`config.mk`:
```
export PLATFORM = sky130hd
export DESIGN_NAME = uart_tx_arb
export DESIGN_NICKNAME = d
export VERILOG_FILES = /design/src/rtl/uart_tx_arb.sv
export SDC_FILE = /design/constraint.sdc
export NUM_CORES = 1
export LEC_CHECK = 0
export CAP_MARGIN = 5
export CORE_UTILIZATION = 50
export CTS_CLUSTER_DIAMETER = 40
export DETAILED_ROUTE_END_ITERATION = 10
export GPL_ROUTABILITY_DRIVEN = 0
export PLACE_DENSITY = 0.83
export SLEW_MARGIN = 5
export SYNTH_ARGS = -nofsm -noshare
export SYNTH_HDL_FRONTEND = slang
export SYNTH_SLANG_ARGS = --single-unit
```
`constraint.sdc`:
```
create_clock -name clk -period 3.59 [get_ports clk]
set_input_delay 0.718 -clock clk [delete_from_list [all_inputs] [get_ports clk]]
set_output_delay 0.718 -clock clk [all_outputs]
set_load 0.05 [all_outputs]
```
`src/rtl/uart_tx_arb.sv`:
```
// uart_tx_arb: round-robin arbiter that frames one requester character at a time onto a shared UART txd line.
module uart_tx_arb #(
    parameter int    CH     = 4,
    parameter int    DW     = 8,
    parameter int    SW     = 1,
    parameter string PARITY = "NONE",
    parameter int    BDW    = 16
) (
    input  logic                  clk,
    input  logic                  rst_n,
    input  logic [BDW-1:0]        cfg_div,
    input  logic [CH-1:0]         req_vld,
    input  logic [CH*DW-1:0]      req_dat,
    output logic [CH-1:0]         req_rdy,
    output logic                  txd,
    output logic                  busy,
    output logic [$clog2(CH)-1:0] gnt_idx
);
    localparam int IW  = $clog2(CH);
    localparam int MX  = DW > SW ? DW : SW;
    localparam int CW  = $clog2(MX + 1);
    localparam bit PEN = PARITY != "NONE";
    localparam bit ODD = PARITY == "ODD";

    typedef enum logic [2:0] {IDLE, START, DATA, PAR, STOP} state_t;

    state_t         state, state_nxt;
    logic [IW-1:0]  ptr, sel, j;
    logic           found, hs, par;
    logic [DW-1:0]  sh, sel_dat;
    logic [BDW-1:0] div, cnt, cnt_nxt;
    logic [CW-1:0]  bitn, bitn_nxt;

    // First valid requester after the last grant, wrapping around.
    always_comb begin
        found   = 1'b0;
        sel     = '0;
        sel_dat = '0;
        j       = '0;
        for (int k = 1; k <= CH; k++) begin
            j = IW'((int'(ptr) + k) % CH);
            if (!found && req_vld[j]) begin
                found   = 1'b1;
                sel     = j;
                sel_dat = DW'(req_dat >> (int'(j) * DW));
            end
        end
    end

    assign hs      = state == IDLE && found && rst_n;
    assign req_rdy = hs ? (CH'(1) << sel) : '0;
    assign busy    = state != IDLE;
    assign txd     = (state == START) ? 1'b0 : (state == DATA) ? sh[0] : (state == PAR) ? par : 1'b1;

    always_comb begin
        state_nxt = state;
        cnt_nxt   = cnt;
        bitn_nxt  = bitn;
        if (state != IDLE && cnt != '0)
            cnt_nxt = cnt - 1'b1;
        else
            case (state)
                IDLE: if (hs) begin
                    state_nxt = START;
                    cnt_nxt   = cfg_div;
                end
                START: begin
                    state_nxt = DATA;
                    cnt_nxt   = div;
                end
                DATA: begin
                    cnt_nxt  = div;
                    bitn_nxt = bitn + 1'b1;
                    if (bitn == CW'(DW - 1)) begin
                        state_nxt = PEN ? PAR : STOP;
                        bitn_nxt  = '0;
                    end
                end
                PAR: begin
                    state_nxt = STOP;
                    cnt_nxt   = div;
                end
                STOP: begin
                    cnt_nxt  = div;
                    bitn_nxt = bitn + 1'b1;
                    if (bitn == CW'(SW - 1)) begin
                        state_nxt = IDLE;
                        cnt_nxt   = '0;
                        bitn_nxt  = '0;
                    end
                end
                default: state_nxt = IDLE;
            endcase
    end

    always_ff @(posedge clk or negedge rst_n) begin
        if (!rst_n) begin
            state   <= IDLE;
            ptr     <= IW'(CH - 1);
            gnt_idx <= '0;
            cnt     <= '0;
            bitn    <= '0;
            div     <= '0;
            sh      <= '0;
            par     <= 1'b0;
        end else begin
            state <= state_nxt;
            cnt   <= cnt_nxt;
            bitn  <= bitn_nxt;
            if (hs) begin
                ptr     <= sel;
                gnt_idx <= sel;
                div     <= cfg_div;
                sh      <= sel_dat;
                par     <= ODD ? ~^sel_dat : ^sel_dat;
            end else if (state == DATA && cnt == '0) begin
                sh <= sh >> 1;
            end
        end
    end
endmodule

```
==> results of run 1 <==
## layout make-up
class | count | area, sq um
fill | 653 | 2897
clock buffer | 6 | 72.57
timing repair buffer | 80 | 763.2
tap | 102 | 127.6
inverter | 12 | 45.04
sequential | 52 | 1304
clock inverter | 2 | 38.79
multi-input combinational | 404 | 2560
## cell usage in the layout (no fill, tap or decap), types with 5 or more instances in the layout
master and n:
nand2_1 106, clkdlybuf4s50_1 56, dfrtp_1 50, nor2_1 41, o21ai_0 39, a21oi_1 27, mux2i_1 26, buf_4 21
nor3_1 17, inv_1 12, o22ai_1 10, a22oi_1 10, a31oi_1 9, a21o_1 8, a221oi_1 8, o21ai_1 7
a22o_1 7, mux4_2 5, mux2_2 5, o22a_1 5, clkbuf_8 5
## report_power, final
part / switching, mW / leakage (nW) / internal, mW / total [mW]
Clock: 0.194 / 0.0558 / 0.211 / 0.405
Combinational: 0.175 / 1.37 / 0.191 / 0.366
Sequential: 0.0164 / 0.662 / 0.603 / 0.620
Total: 0.386 / 2.09 / 1.00 / 1.39
## Yosys cell counts, drive strengths merged, types with 2 or more instances
library cell,count,area [sq um]
a21o,8,60.06
and2,4,27.53
dfrtp,50,1251
ha,4,50.05
nor2,41,153.9
nor3,17,85.08
clkbuf,18,67.56
a31o,4,35.03
a21oi,28,143.9
o22a,5,43.79
buf,15,110.1
o32ai,4,35.03
nor4bb,2,35.03
a221oi,11,115.1
a311o,2,21.27
or2,3,18.77
a41oi,2,17.52
a22o,7,61.31
nor3b,3,22.52
inv,12,45.04
a22oi,10,75.07
o21ai,46,230.2
nand2b,3,18.77
a2111oi,2,42.54
nand3,4,20.02
nor2b,4,25.02
o22ai,10,62.56
nor4b,2,23.77
nand2,106,397.9
a211oi,3,32.53
a31oi,10,62.56
mux2i,26,260.3
mux4,5,112.6
dfstp,2,52.55
o211ai,3,22.52
xnor2,4,35.03
mux2,5,56.30
## metrics by stage
| stage | setup WS [ps] | utilization (%) |
|---|---|---|
| floorplan | 25.74 | - |
| detailed placement | 57.15 | 61.47 |
| CTS | 202.1 | 62.90 |
| finish | 290.5 | 62.90 |
| global placement | 229.5 | 61.47 |
| global route | 94.37 | 62.90 |
## flip-flops by register name, summed over array words and instances, names as in the netlist
register and count:
sh 8, cnt 16, gnt_idx 2, div 16, ptr 2, par 1
state 3, bitn 4
## timing repair
action | CTS | global route
endpoints found under the setup margin | 0 | 1
gates resized for setup | 0 | 1
setup buffers | 0 | 0
## worst max-delay path: cells and delay by family
family	cells	cell delay, ps
simple gates	3	730
buf+inv	2	910
xor+xnor	3	770
compound gates	3	400
## layer usage
layer | vias to the layer above | part of all wire [%] | global-route usage [%]
met5 | - | 0 | 0
met4 | 0 | 1.8 | 5.729
met3 | 30 | 5.4 | 3.038
met2 | 157 | 47 | 41.91
met1 | 1922 | 46 | 34.63
li1 | 1939 | - | -
## logic make-up after synthesis
logic type      share of synthesized area [%]
compound gates                          27.02
xor+xnor                                1.410
fa+ha+maj                               1.227
simple gates                            22.42
mux                                     10.52
flops                                   31.95
buf+inv                                 5.458
## path summary, 6_finish.rpt
kind,start,to,slack [ps],cells after the start
max,req_vld[0],par,290,11
max reg2reg,ptr[1],par,500,10
min in group asynchronous,rst_n,cnt[10],620,2
min,div[15],div[15],480,2
min reg2reg,div[15],div[15],480,2
max in group asynchronous,rst_n,sh[3],2530,2
==> flow_summary_export.csv, run 1 <==
group,metric,value,unit
logic_synthesis,async_flop_share,100.0,%
worst_setup_path,cpPeakStageDelay,640,ps
floorplanning,rows,32,
routing,drt_wl_total,10330,microns
logic_synthesis,synth_fp_nets,559,
logic_synthesis,synth.cell_area,4080,sq um
logic_synthesis,synth_edf_count,0,
sta,post-route-period-util,91.91,%
clock_tree,postCtsHoldBufs,0,
hold_path,min_path_type,"reg2reg",
clock_tree,tritoncts,"built",
layout,antenna_cells,0,
logic_synthesis,syn_inst,501,
sta,grt_setup_unrepaired,"false",
logic_synthesis,syn_area_per_cell,8.144,sq um
worst_setup_path,cp_max_fo,13,
worst_setup_path,cp-end-kind,"flip-flop",
floorplanning,die_area,8526,sq um
sta,worstMarginPinSlew,1210,ps
sta,setup_viol,0,
sta,hold_viol,0,
grt,overflow,0,
power,fin_total_pwr,1.391,mW
sta,hold_slack,484.9,ps
sta,fmax,303.1,MHz
power,vdd_drop_max,0.0002213,V
clock_tree,cts.sinks,52,
routing,drt_pass1_iterations,5,
floorplanning,io_pins,62,
routing,antenna_left,0,
worst_setup_path,critPathArrivalTime,3530,ps
power,powerDensity,283.2,nW/um^2
floorplanning,start_util,52.26,%
placement,placed_area,4800,sq um
worst_setup_path,criticalPathCategory,"in2reg",
logic_synthesis,yosysSeqAreaShare,31.95,%
worst_setup_path,crit_path_top_delay_cell,"clkdlybuf4s50_1",
placement,place_inst,650,
flow_run,drv_cap,0,
sta,relSlewSlack,18.81,%
layout,area_delta_synth_final,20.36,%
routing,drt_iter0_drc,321,
clock_tree,cts_htree_levels,2,
floorplanning,die_h,92.34,microns
floorplanning,die_w,92.34,microns
layout,fin_nets,613,
worst_setup_path,start_kind,"primary input",
layout,finalNonFillerCells,658,
logic_synthesis,ys_ff_latch,52,
outcome,outcome,"completed",
logic_synthesis,yosysUniqueCellTypes,65,
clock_tree,clkLatencyLatePin,300,ps
grt,antenna_found_initial,0,
worst_setup_path,crit_required,3820,ps
routing,avgViaCountPerCell,6.152,
worst_setup_path,path_cells,"clkdlybuf4s50_1 > buf_4 > nor4bb_4 > nor2_1 > and2_1 > o21ai_1 > a211oi_2 > xnor2_1 > xnor2_1 > xnor3_1 > o21ai_1",
routing,vias,4048,
logic_synthesis,synth_flop_cell,"dfrtp_1",
layout,drive_above_1_share,11.87,%
layout,final_area,4911,sq um
sta,finalCriticalPeriod,3299,ps
grt,grt_pass1_wl,17570,microns
sta,slew_viol_final,0,
clock_tree,cts-root-buf,"clkbuf_8",
routing,drc,0,
grt,grt_pass1_vias,3846,
grt,grt_usage,25.04,%
clock_tree,cts_buffer_depth,2,
power,power.leakage,2.091,nW
routing,wl_per_cell,15.69,microns
clock_tree,cts.reportedPaths.clkPinSlew,100,ps
grt,grt_max_degree,53,
sta,setup_tns,0,ps
placement,numPortBuffers,61,
clock_tree,numCtsBuffers,5,
sta,skew,11.70,ps
floorplanning,core-area,7807,sq um
placement,place_hpwl,7648,microns
logic_synthesis,ys_warn_count,0,
Note: power is estimated with default switching activity, not from simulation.
==> run 2, diff against run 1 <==
CAP_MARGIN = not set   (was 5)
PLACE_DENSITY = 0.72   (was 0.83)
==> flow_summary_export.csv, run 2 (synthesized netlist as in run 1, its figures left out) <==
group,metric,value,unit
outcome,outcome,"completed",
routing,drt_pass1_iterations,6,
routing,drt_iter0_drc,303,
layout,final_area,4911,sq um
layout,final_cell_mix,"nand2_1 (106), clkdlybuf4s50_1 (56), dfrtp_1 (50)",
clock_tree,clkLatencyLatePin,310,ps
grt,grt_pass1_vias,3755,
sta,hold_viol,0,
clock_tree,tritoncts,"built",
floorplanning,die_w,92.34,microns
sta,relSlewSlack,17.45,%
layout,antenna_cells,0,
clock_tree,cts_buffer_depth,2,
power,power.leakage,2.088,nW
power,powerDensity,284.3,nW/um^2
layout,multi_input_area,2560,sq um
routing,vias,3951,
clock_tree,cts.reportedPaths.clkPinSlew,100,ps
grt,grt_pass1_wl,18260,microns
clock_tree,cts-root-buf,"clkbuf_8",
clock_tree,post_cts_resized,0,
worst_setup_path,start_kind,"primary input",
sta,post-route-period-util,94.69,%
sta,fmax,294.2,MHz
worst_setup_path,critPathArrivalTime,2680,ps
clock_tree,numCtsBuffers,5,
layout,area_delta_synth_final,20.36,%
layout,regArea,1304,sq um
layout,finalNonFillerCells,658,
routing,drc,0,
floorplanning,die_h,92.34,microns
layout,final_common_cell,"nand2_1",
clock_tree,cts_htree_levels,2,
sta,skew,10.74,ps
floorplanning,die_area,8526,sq um
sta,hold_slack,486.1,ps
placement,place_inst,650,
placement,place_hpwl,7740,microns
sta,worstMarginPinSlew,1230,ps
clock_tree,postCtsHoldBufs,0,
floorplanning,start_util,52.26,%
clock_tree,cts.sinks,52,
grt,grt_usage,26.40,%
worst_setup_path,cp_max_fo,10,
routing,antenna_left,0,
grt,overflow,0,
floorplanning,core-area,7807,sq um
layout,fillers,712,
worst_setup_path,crit_required,2870,ps
layout,fin_nets,613,
layout,reg_top3,"cnt (16), div (16), sh (8)",
clock_tree,cts_setup_buffers,0,
sta,slew_viol_final,0,
power,vdd_drop_max,0.0002194,V
floorplanning,io_pins,62,
layout,utilization,62.90,%
layout,drive_above_1_share,12.05,%
sta,grt_setup_unrepaired,"false",
placement,numPortBuffers,61,
routing,drt_wl_total,10460,microns
placement,place_ws,91.04,ps
hold_path,min_path_type,"reg2reg",
routing,avgViaCountPerCell,6.005,
sta,finalCriticalPeriod,3399,ps
grt,grt_max_degree,53,
grt,antenna_found_initial,0,
routing,wl_per_cell,15.90,microns
sta,setup_tns,0,ps
placement,placed_area,4800,sq um
worst_setup_path,cp-end-kind,"output port",
sta,setup_slack,190.7,ps
floorplanning,rows,32,
flow_run,drv_cap,0,
sta,setup_viol,0,
worst_setup_path,criticalPathCategory,"in2out",
power,fin_total_pwr,1.396,mW
run 2: layout make-up:
cell class	count	area share, %
timing repair buffer	80	15.54
multi-input combinational	404	52.13
sequential	52	26.55
inverter	12	0.9172
clock inverter	3	0.8662
tap	102	2.599
clock buffer	5	1.401
run 2: worst max-delay path, stage by stage:
cell and delay, ps:
clkdlybuf4s50_1 670, buf_4 200, buf_4 110, a21boi_0 60, o21ai_0 460, nor2b_1 290, buf_12 170
run 2: power by group:
group | leakage, nW | switching, mW | internal [mW]
logic | 1.37 | 0.171 | 0.192
registers | 0.662 | 0.0152 | 0.603
clock network | 0.0541 | 0.208 | 0.207
total | 2.09 | 0.394 | 1.00
run 2: routing by layer:
metal  track usage [%]  vias up  wire (microns)
met1             39.13     1882            4936
met3             3.448        9             569
met2             41.54      122            4876
met5                 0        -               0
li1                  -     1938               -
met4             4.688        0              78
run 2: worst paths after layout:
path	from	slack [ps]	endpoint	depth (start not counted)
worst min register to register	div[14]	490	div[14]	2
worst max-delay path	req_vld[3]	190	req_rdy[1]	7
min in group asynchronous	rst_n	600	bitn[1]	2
worst max register to register	ptr[1]	400	par	10
max in group asynchronous	rst_n	2520	div[6]	2
worst min-delay path	div[14]	490	div[14]	2
==> run 3, diff against run 2 <==
CTS_BUF_LIST = sky130_fd_sc_hd__clkbuf_8   (was not set)
==> results of run 3 <==
The final DEF is identical to that of run 2; final timing and power are the same.
